[config.mk]
export PLATFORM = sky130hd
export DESIGN_NAME = wide_ff_serializer
export DESIGN_NICKNAME = d
export VERILOG_FILES = /design/src/rtl/wide_ff_ser_pkg.sv /design/src/rtl/ser_bit_counter.sv /design/src/rtl/wide_ff_serializer.sv
export SDC_FILE = /design/constraint.sdc
export NUM_CORES = 1
export LEC_CHECK = 0
export CORE_AREA = 2 2 39 41
export CTS_CLUSTER_DIAMETER = 30
export CTS_CLUSTER_SIZE = 12
export DETAILED_ROUTE_END_ITERATION = 12
export DIE_AREA = 0 0 41 43
export GPL_TIMING_DRIVEN = 0
export PLACE_DENSITY_LB_ADDON = 0.08
export SYNTH_ARGS = -nofsm -noshare
export SYNTH_HDL_FRONTEND = slang
export SYNTH_HIERARCHICAL = 1
export SYNTH_SLANG_ARGS = --single-unit
[constraint.sdc]
create_clock -name clk -period 4.3 [get_ports clk]
set_input_delay 1.29 -clock clk [delete_from_list [all_inputs] [get_ports clk]]
set_output_delay 1.29 -clock clk [all_outputs]
set_load 0.03 [all_outputs]
[src/rtl/wide_ff_ser_pkg.sv]
// Shared types for the wide-word serializer: FSM state encoding and counter sizing.
// The PARITY state is only reachable when WIDE_FF_SER_PARITY_EN is defined.
package wide_ff_ser_pkg;

    localparam logic [1:0] ENC_IDLE   = 2'd0;
    localparam logic [1:0] ENC_SHIFT  = 2'd1;
    localparam logic [1:0] ENC_PARITY = 2'd2;

    typedef enum logic [1:0] {
        ST_IDLE   = ENC_IDLE,
        ST_SHIFT  = ENC_SHIFT,
        ST_PARITY = ENC_PARITY
    } ser_state_e;

    function automatic int cnt_width(input int width);
        return $clog2(width + 1);
    endfunction

endpackage

[src/rtl/ser_bit_counter.sv]
// Bit-position counter for the serializer; start_i zeroes it at frame start or on return to idle.
// Holds at WIDTH-1 (no wrap) and flags that position through last_o.
module ser_bit_counter #(
    parameter int WIDTH = 4,
    parameter int CW    = 3
) (
    input  logic clk_i,
    input  logic rst_n_i,
    input  logic en_i,
    input  logic start_i,
    input  logic inc_i,
    output logic last_o
);

    logic [CW-1:0] cnt_q;
    logic [CW-1:0] cnt_d;

    assign last_o = (cnt_q == CW'(WIDTH - 1));

    always_comb begin
        cnt_d = cnt_q;
        if (en_i) begin
            if (start_i) begin
                cnt_d = '0;
            end else if (inc_i && !last_o) begin
                cnt_d = cnt_q + 1'b1;
            end
        end
    end

    always_ff @(posedge clk_i or negedge rst_n_i) begin
        if (!rst_n_i) begin
            cnt_q <= '0;
        end else begin
            cnt_q <= cnt_d;
        end
    end

endmodule

[src/rtl/wide_ff_serializer.sv]
// Parallel-to-serial transmitter with valid/ready input, clock enable and gapless back-to-back frames.
// Define WIDE_FF_SER_PARITY_EN to append an even-parity bit to every frame.
module wide_ff_serializer
    import wide_ff_ser_pkg::*;
#(
    parameter int   WIDTH      = 4,
    parameter bit   MSB_FIRST  = 1'b1,
    parameter logic IDLE_LEVEL = 1'b0
) (
    input  logic             clk,
    input  logic             clr_n,
    input  logic             en,
    input  logic             in_valid,
    output logic             in_ready,
    input  logic [WIDTH-1:0] in_data,
    output logic             ser_out,
    output logic             ser_frame,
    output logic             done
);

    localparam int CW = cnt_width(WIDTH);

    ser_state_e       state_q, state_d;
    logic [WIDTH-1:0] sr_q, sr_d;
    logic             ser_out_q, ser_out_d;
    logic             frame_q, frame_d;
    logic             done_q, done_d;
    logic             last_bit;
    logic             last_cycle;
    logic             accept;
    logic             cnt_start;
    logic             cnt_inc;
`ifdef WIDE_FF_SER_PARITY_EN
    logic             parity_q, parity_d;
`endif

    ser_bit_counter #(
        .WIDTH (WIDTH),
        .CW    (CW)
    ) u_cnt (
        .clk_i   (clk),
        .rst_n_i (clr_n),
        .en_i    (en),
        .start_i (cnt_start),
        .inc_i   (cnt_inc),
        .last_o  (last_bit)
    );

`ifdef WIDE_FF_SER_PARITY_EN
    assign last_cycle = (state_q == ST_PARITY);
`else
    assign last_cycle = (state_q == ST_SHIFT) && last_bit;
`endif

    assign in_ready = en & ((state_q == ST_IDLE) | last_cycle);
    assign accept   = in_valid & in_ready;

    always_comb begin
        state_d   = state_q;
        sr_d      = sr_q;
        ser_out_d = ser_out_q;
        frame_d   = frame_q;
        done_d    = 1'b0;
        cnt_start = 1'b0;
        cnt_inc   = 1'b0;
`ifdef WIDE_FF_SER_PARITY_EN
        parity_d  = parity_q;
`endif
        if (en) begin
            if (accept) begin
                // New word: first bit goes straight to the output register, rest parks in sr.
                state_d   = ST_SHIFT;
                ser_out_d = MSB_FIRST ? in_data[WIDTH-1] : in_data[0];
                sr_d      = MSB_FIRST ? (in_data << 1) : (in_data >> 1);
                frame_d   = 1'b1;
                cnt_start = 1'b1;
                done_d    = last_cycle;
`ifdef WIDE_FF_SER_PARITY_EN
                parity_d  = ^in_data;
`endif
            end else if (last_cycle) begin
                state_d   = ST_IDLE;
                ser_out_d = IDLE_LEVEL;
                frame_d   = 1'b0;
                done_d    = 1'b1;
                cnt_start = 1'b1;
            end else if (state_q == ST_SHIFT) begin
`ifdef WIDE_FF_SER_PARITY_EN
                if (last_bit) begin
                    state_d   = ST_PARITY;
                    ser_out_d = parity_q;
                end else
`endif
                begin
                    ser_out_d = MSB_FIRST ? sr_q[WIDTH-1] : sr_q[0];
                    sr_d      = MSB_FIRST ? (sr_q << 1) : (sr_q >> 1);
                    cnt_inc   = 1'b1;
                end
            end
        end
    end

    always_ff @(posedge clk or negedge clr_n) begin
        if (!clr_n) begin
            state_q   <= ST_IDLE;
            sr_q      <= '0;
            ser_out_q <= IDLE_LEVEL;
            frame_q   <= 1'b0;
            done_q    <= 1'b0;
`ifdef WIDE_FF_SER_PARITY_EN
            parity_q  <= 1'b0;
`endif
        end else begin
            state_q   <= state_d;
            sr_q      <= sr_d;
            ser_out_q <= ser_out_d;
            frame_q   <= frame_d;
            done_q    <= done_d;
`ifdef WIDE_FF_SER_PARITY_EN
            parity_q  <= parity_d;
`endif
        end
    end

    assign ser_out   = ser_out_q;
    assign ser_frame = frame_q;
    assign done      = done_q;

endmodule
==> impl_metrics.json, run 1 <==
{
  "outcome": "completed",
  "ant_nets": 0,
  "crit_fanout": 10,
  "grt_antenna_before_repair": 0,
  "drtIter0Drc": 3,
  "die_area_sq_um": 1760,
  "htreeDepth": 1,
  "max_cap_violations": 0,
  "rows": 14,
  "syn_to_final_growth_pct": 27.7,
  "cp_cell_sequence": "clkdlybuf4s50_1 > buf_2 > and2b_1 > dlymetal6s2s_1",
  "whs_path_depth": 1,
  "first_global_vias": 422,
  "port-buffer-count": 11,
  "ys_types": 25,
  "cellPowerDensity_nw_per_um2": 678,
  "critPathTopFamily": "buffers and inverters",
  "die_x_um": 41,
  "rr_startpoint": "u_cnt/cnt_q[0]",
  "final_cell_mix": "clkdlybuf4s50_1 (10), dfrtp_1 (9), nand2_1 (6)",
  "critical_path_depth": 4,
  "finClkSkew_ns": 0.00843,
  "cts_buffers": 3,
  "hold_viol_final": 0,
  "num_vias": 442,
  "dp_cells": 80,
  "worstMarginPinSlew_ns": 0.419,
  "cpPeakStageDelay_ns": 0.60,
  "fin_nets": 79,
  "crit_arrival_ns": 2.56,
  "endpoint_kind": "primary output",
  "layout-drive-gt1-share": 0.279,
  "reg2reg_depth": 6,
  "required_ns": 3.01,
  "ir_worst_vdd_mv": 0.323,
  "drt-total-wl_um": 1060,
  "insertion_delay_ns": 0.26,
  "drc": 0,
  "fmaxAchievable_mhz": 260,
  "cts_setup_buffers": 0,
  "utilization": 0.530,
  "synth_area_sq_um": 574,
  "grt_usage": 0.146,
  "cts_tree": "built",
  "synth_nets": 63,
  "boundaryPins": 12,
  "grt_max_degree": 11,
  "routabilityCongestion": 0.717,
  "clk_pin_slew_ns": 0.06,
  "slew_viol_final": 0,
  "die_height_um": 43,
  "hpwl_um": 792,
  "root_buffer": "clkbuf_4",
  "synth_edf_count": 0,
  "ys_seq_elements": 9,
  "p_leak_nw": 0.329,
  "start_kind": "primary input",
  "slew_headroom": 0.719,
  "period_needed_ns": 3.85,
  "yosysSeqAreaShare": 0.392,
  "fin_setup_tns_ns": 0,
  "crit_type": "primary input to primary output",
  "overflow": 0,
  "initial_core_util": 0.415,
  "fin_crit_sh": 0.896,
  "diodes": 0,
  "synth_top_flop_cell": "dfrtp_1",
  "clockBufferDepth": 2,
  "grt_first_pass_wirelength_um": 1770,
  "ys_warn_count": 6,
  "hold_class": "flop to flop",
  "grt_setup_unrepaired": "no",
  "critPathBufInv": 3,
  "avgViaCountPerCell": 5.26,
  "wire_per_inst_um": 12.7,
  "postSynthAreaPerCell_sq_um": 10.8,
  "min_from": "sr_q[1]",
  "final_cells": 84,
  "dr.pass1.iters": 4,
  "cts.sinks": 9,
  "final_common_cell": "clkdlybuf4s50_1",
  "setup_viol": 0,
  "core-area_sq_um": 1380,
  "synthArstFlopShare": 1.00,
  "critPathLaunch": "en",
  "cp_slowest_cell": "clkdlybuf4s50_1",
  "syn_inst": 53
}
[registers in the layout, summed over array words and instances, names as in the netlist]
register and cells:
done 1, ser_out 1, sr_q 3, state_q 1
u_cnt/cnt_q 3
[synthesized netlist by cell type (2+ instances only)]
library cell	number	area, sq um
o21ai_0	3	15.0
nand3b_1	2	15.0
inv_1	3	11.3
ha_1	2	25.0
o221ai_2	3	45.0
a22o_1	2	17.5
nand2_1	6	22.5
and2b_4	2	20.0
dfrtp_1	9	225
nand2b_2	4	35.0
nand2b_1	2	12.5
nor2b_1	2	12.5
[what timing repair did]
action,CTS,global route
gates resized for setup,0,1
hold buffers,0,0
endpoints found under the hold margin,0,0
setup endpoints to repair,0,1
[layer usage]
metal,global-route usage,part of all wire
met2,0.203,0.43
met3,0.0314,0.078
met4,0.0600,0
met1,0.212,0.49
met5,0,0
[metrics by stage]
step	total power [mW]	worst slack, ns	instance area [sq um]	hold WS [ns]
6_report	0.497	0.449	733	0.515
5_1_grt	0.540	0.362	733	0.545
4_1_cts	0.506	0.0700	731	0.523
3_5_place_dp	0.439	0.0743	704	0.504
3_3_place_gp	0.436	0.0765	704	0.499
2_1_floorplan	0.367	1.28	574	0.471
[kinds of logic (layout without fill, tap and decap cells)]
family / after synthesis / in the layout / synth area share
simple gates: 24 / 24 / 0.307
compound gates: 12 / 12 / 0.198
flops: 9 / 9 / 0.392
buf+inv: 5 / 20 / 0.0414
fa+ha+maj: 2 / 2 / 0.0436
mux: 1 / 1 / 0.0174
[worst paths after layout]
kind,end,slack [ns]
setup / recovery,in_ready,0.45
hold / removal,sr_q[1],0.51
setup reg to reg,u_cnt/cnt_q[1],2.46
hold reg to reg,sr_q[1],0.51
max in group asynchronous,u_cnt/cnt_q[1],2.67
min in group asynchronous,ser_out,1.33
[power by group]
part           internal, mW  leakage [nW]  switching, mW  total, mW
sequential            0.122         0.110         0.0285      0.151
combinational         0.146         0.204          0.137      0.282
clock                0.0357        0.0150         0.0285     0.0642
[final cells by class]
cell class | count | area (sq um)
multi-input cells | 39 | 325
clock buffers | 4 | 26.3
fillers | 122 | 651
plain buffers | 2 | 12.5
flip-flops and latches | 9 | 225
well taps | 16 | 20.0
repair buffers | 11 | 113
inverters | 3 | 11.3
Note: power is estimated with default switching activity, not from simulation.
==> run 2, diff against run 1 <==
Settings changed: CORE_AREA 2 2 39 41 to 3 3 40 42, DIE_AREA 0 0 41 43 to 0 0 43 45, SETUP_SLACK_MARGIN set to 0.05.
==> impl_metrics.json, run 2 (synthesis gave the netlist of run 1 again) <==
{
  "slew_viol_final": 0,
  "fin_crit_sh": 0.894,
  "layout-drive-gt1-share": 0.279,
  "outcome": "completed",
  "top_regs": "sr_q (3), u_cnt/cnt_q (3)",
  "grtUsageMet3": 0.0239,
  "htreeDepth": 1,
  "final_cells": 83,
  "cpPeakStageDelay_ns": 0.60,
  "cts.repair.resized": 0,
  "finClkSkew_ns": 0.00461,
  "grt_usage": 0.135,
  "critPathBufInv": 3,
  "total_power_uw": 498,
  "drc": 0,
  "die_area_sq_um": 1940,
  "grt_antenna_before_repair": 0,
  "syn_to_final_growth_pct": 27.5,
  "fin_ws_ns": 0.455,
  "boundaryPins": 12,
  "die_height_um": 45,
  "overflow": 0,
  "cp_cell_sequence": "clkdlybuf4s50_1 > buf_2 > and2b_1 > dlymetal6s2s_1",
  "dr.pass1.iters": 2,
  "critPathTopFamily": "buffers and inverters",
  "cts_buffers": 3,
  "final_common_cell": "clkdlybuf4s50_1",
  "period_needed_ns": 3.85,
  "cts.sinks": 9,
  "cp_slowest_cell": "clkdlybuf4s50_1",
  "fin_setup_tns_ns": 0,
  "design_area_sq_um": 732,
  "top_usage_layer": "met2",
  "utilization": 0.570,
  "met2_usage": 0.219,
  "wire_per_inst_um": 12.9,
  "whs_path_depth": 1,
  "first_global_vias": 429,
  "slew_headroom": 0.711,
  "hold_viol_final": 0,
  "min_from": "sr_q[2]",
  "hold_class": "flop to flop",
  "core-area_sq_um": 1280,
  "worstMarginPinSlew_ns": 0.431,
  "diodes": 0,
  "crit_fanout": 10,
  "holdBufCountCts": 0,
  "final_cell_mix": "clkdlybuf4s50_1 (10), dfrtp_1 (9), nand2_1 (6)",
  "max_cap_violations": 0,
  "p_leak_nw": 0.329,
  "hpwl_um": 799,
  "start_kind": "primary input",
  "reg2reg_depth": 6,
  "avgViaCountPerCell": 5.24,
  "ant_nets": 0,
  "cellPowerDensity_nw_per_um2": 681,
  "cts_setup_buffers": 0,
  "r2r_slack_ns": 2.44,
  "grt_setup_unrepaired": "no",
  "routabilityCongestion": 0.696,
  "holdPathEnd": "sr_q[2]",
  "fin_nets": 79,
  "num_vias": 435,
  "root_buffer": "clkbuf_4",
  "grt_first_pass_wirelength_um": 1910,
  "initial_core_util": 0.447,
  "die_x_um": 43,
  "drt-total-wl_um": 1070,
  "grt_max_degree": 11,
  "drtIter0Drc": 2,
  "ir_worst_vdd_mv": 0.314,
  "crit_arrival_ns": 2.56,
  "port-buffer-count": 11,
  "endpoint_kind": "primary output",
  "dp_cells": 79,
  "post-place-ws_ns": 0.0560,
  "cts_tree": "built",
  "required_ns": 3.01,
  "clk_pin_slew_ns": 0.07,
  "crit_type": "primary input to primary output",
  "fmaxAchievable_mhz": 260,
  "insertion_delay_ns": 0.26,
  "placed_cell_area_sq_um": 703,
  "clockBufferDepth": 2,
  "rows": 13,
  "timing.rr.end": "u_cnt/cnt_q[1]",
  "setup_viol": 0,
  "use_met1": 0.172,
  "rr_startpoint": "u_cnt/cnt_q[0]",
  "whs_ns": 0.512
}
run 2: cell counts in the layout (fill, tap and decap cells not counted):
No cell type changed its count.
run 2: final cells by class:
type                            count  area (sq um)
Sequential cell                     9           225
Timing Repair Buffer               11           113
Inverter                            3          11.3
Buffer                              2          12.5
Multi-Input combinational cell     39           325
Clock buffer                        4          26.3
Fill cell                         139           553
Tap cell                           15          18.8
run 2: worst max-delay path by stage:
stage	from	end	depth (start not counted)
floorplan	en	in_ready	2
global placement	en	in_ready	4
detailed placement	en	in_ready	4
CTS	en	in_ready	4
global route	en	in_ready	4
finish	en	in_ready	4
run 2: report_power, final:
group,internal (mW),switching (mW)
clock,0.0359,0.0322
sequential,0.122,0.0279
combinational,0.145,0.135
run 2: worst register-to-register path: cells and delay by family (launching register included):
family	cells	cell delay, ns
flops	1	0.44
compound gates	1	0.18
simple gates	3	0.65
fa+ha+maj	2	0.50
run 2: routing by layer:
metal,wire length [um],up-vias
li1,-,222
met1,481,199
met2,509,12
met3,61,2
met4,15,0
met5,0,-
==> run 3, diff against run 2 <==
Settings changed: CORE_AREA 3 3 40 42 to 2 2 39 41, DIE_AREA 0 0 43 45 to 0 0 41 43.
==> results of run 3 <==
The final DEF is identical to that of run 1; final timing and power are the same.
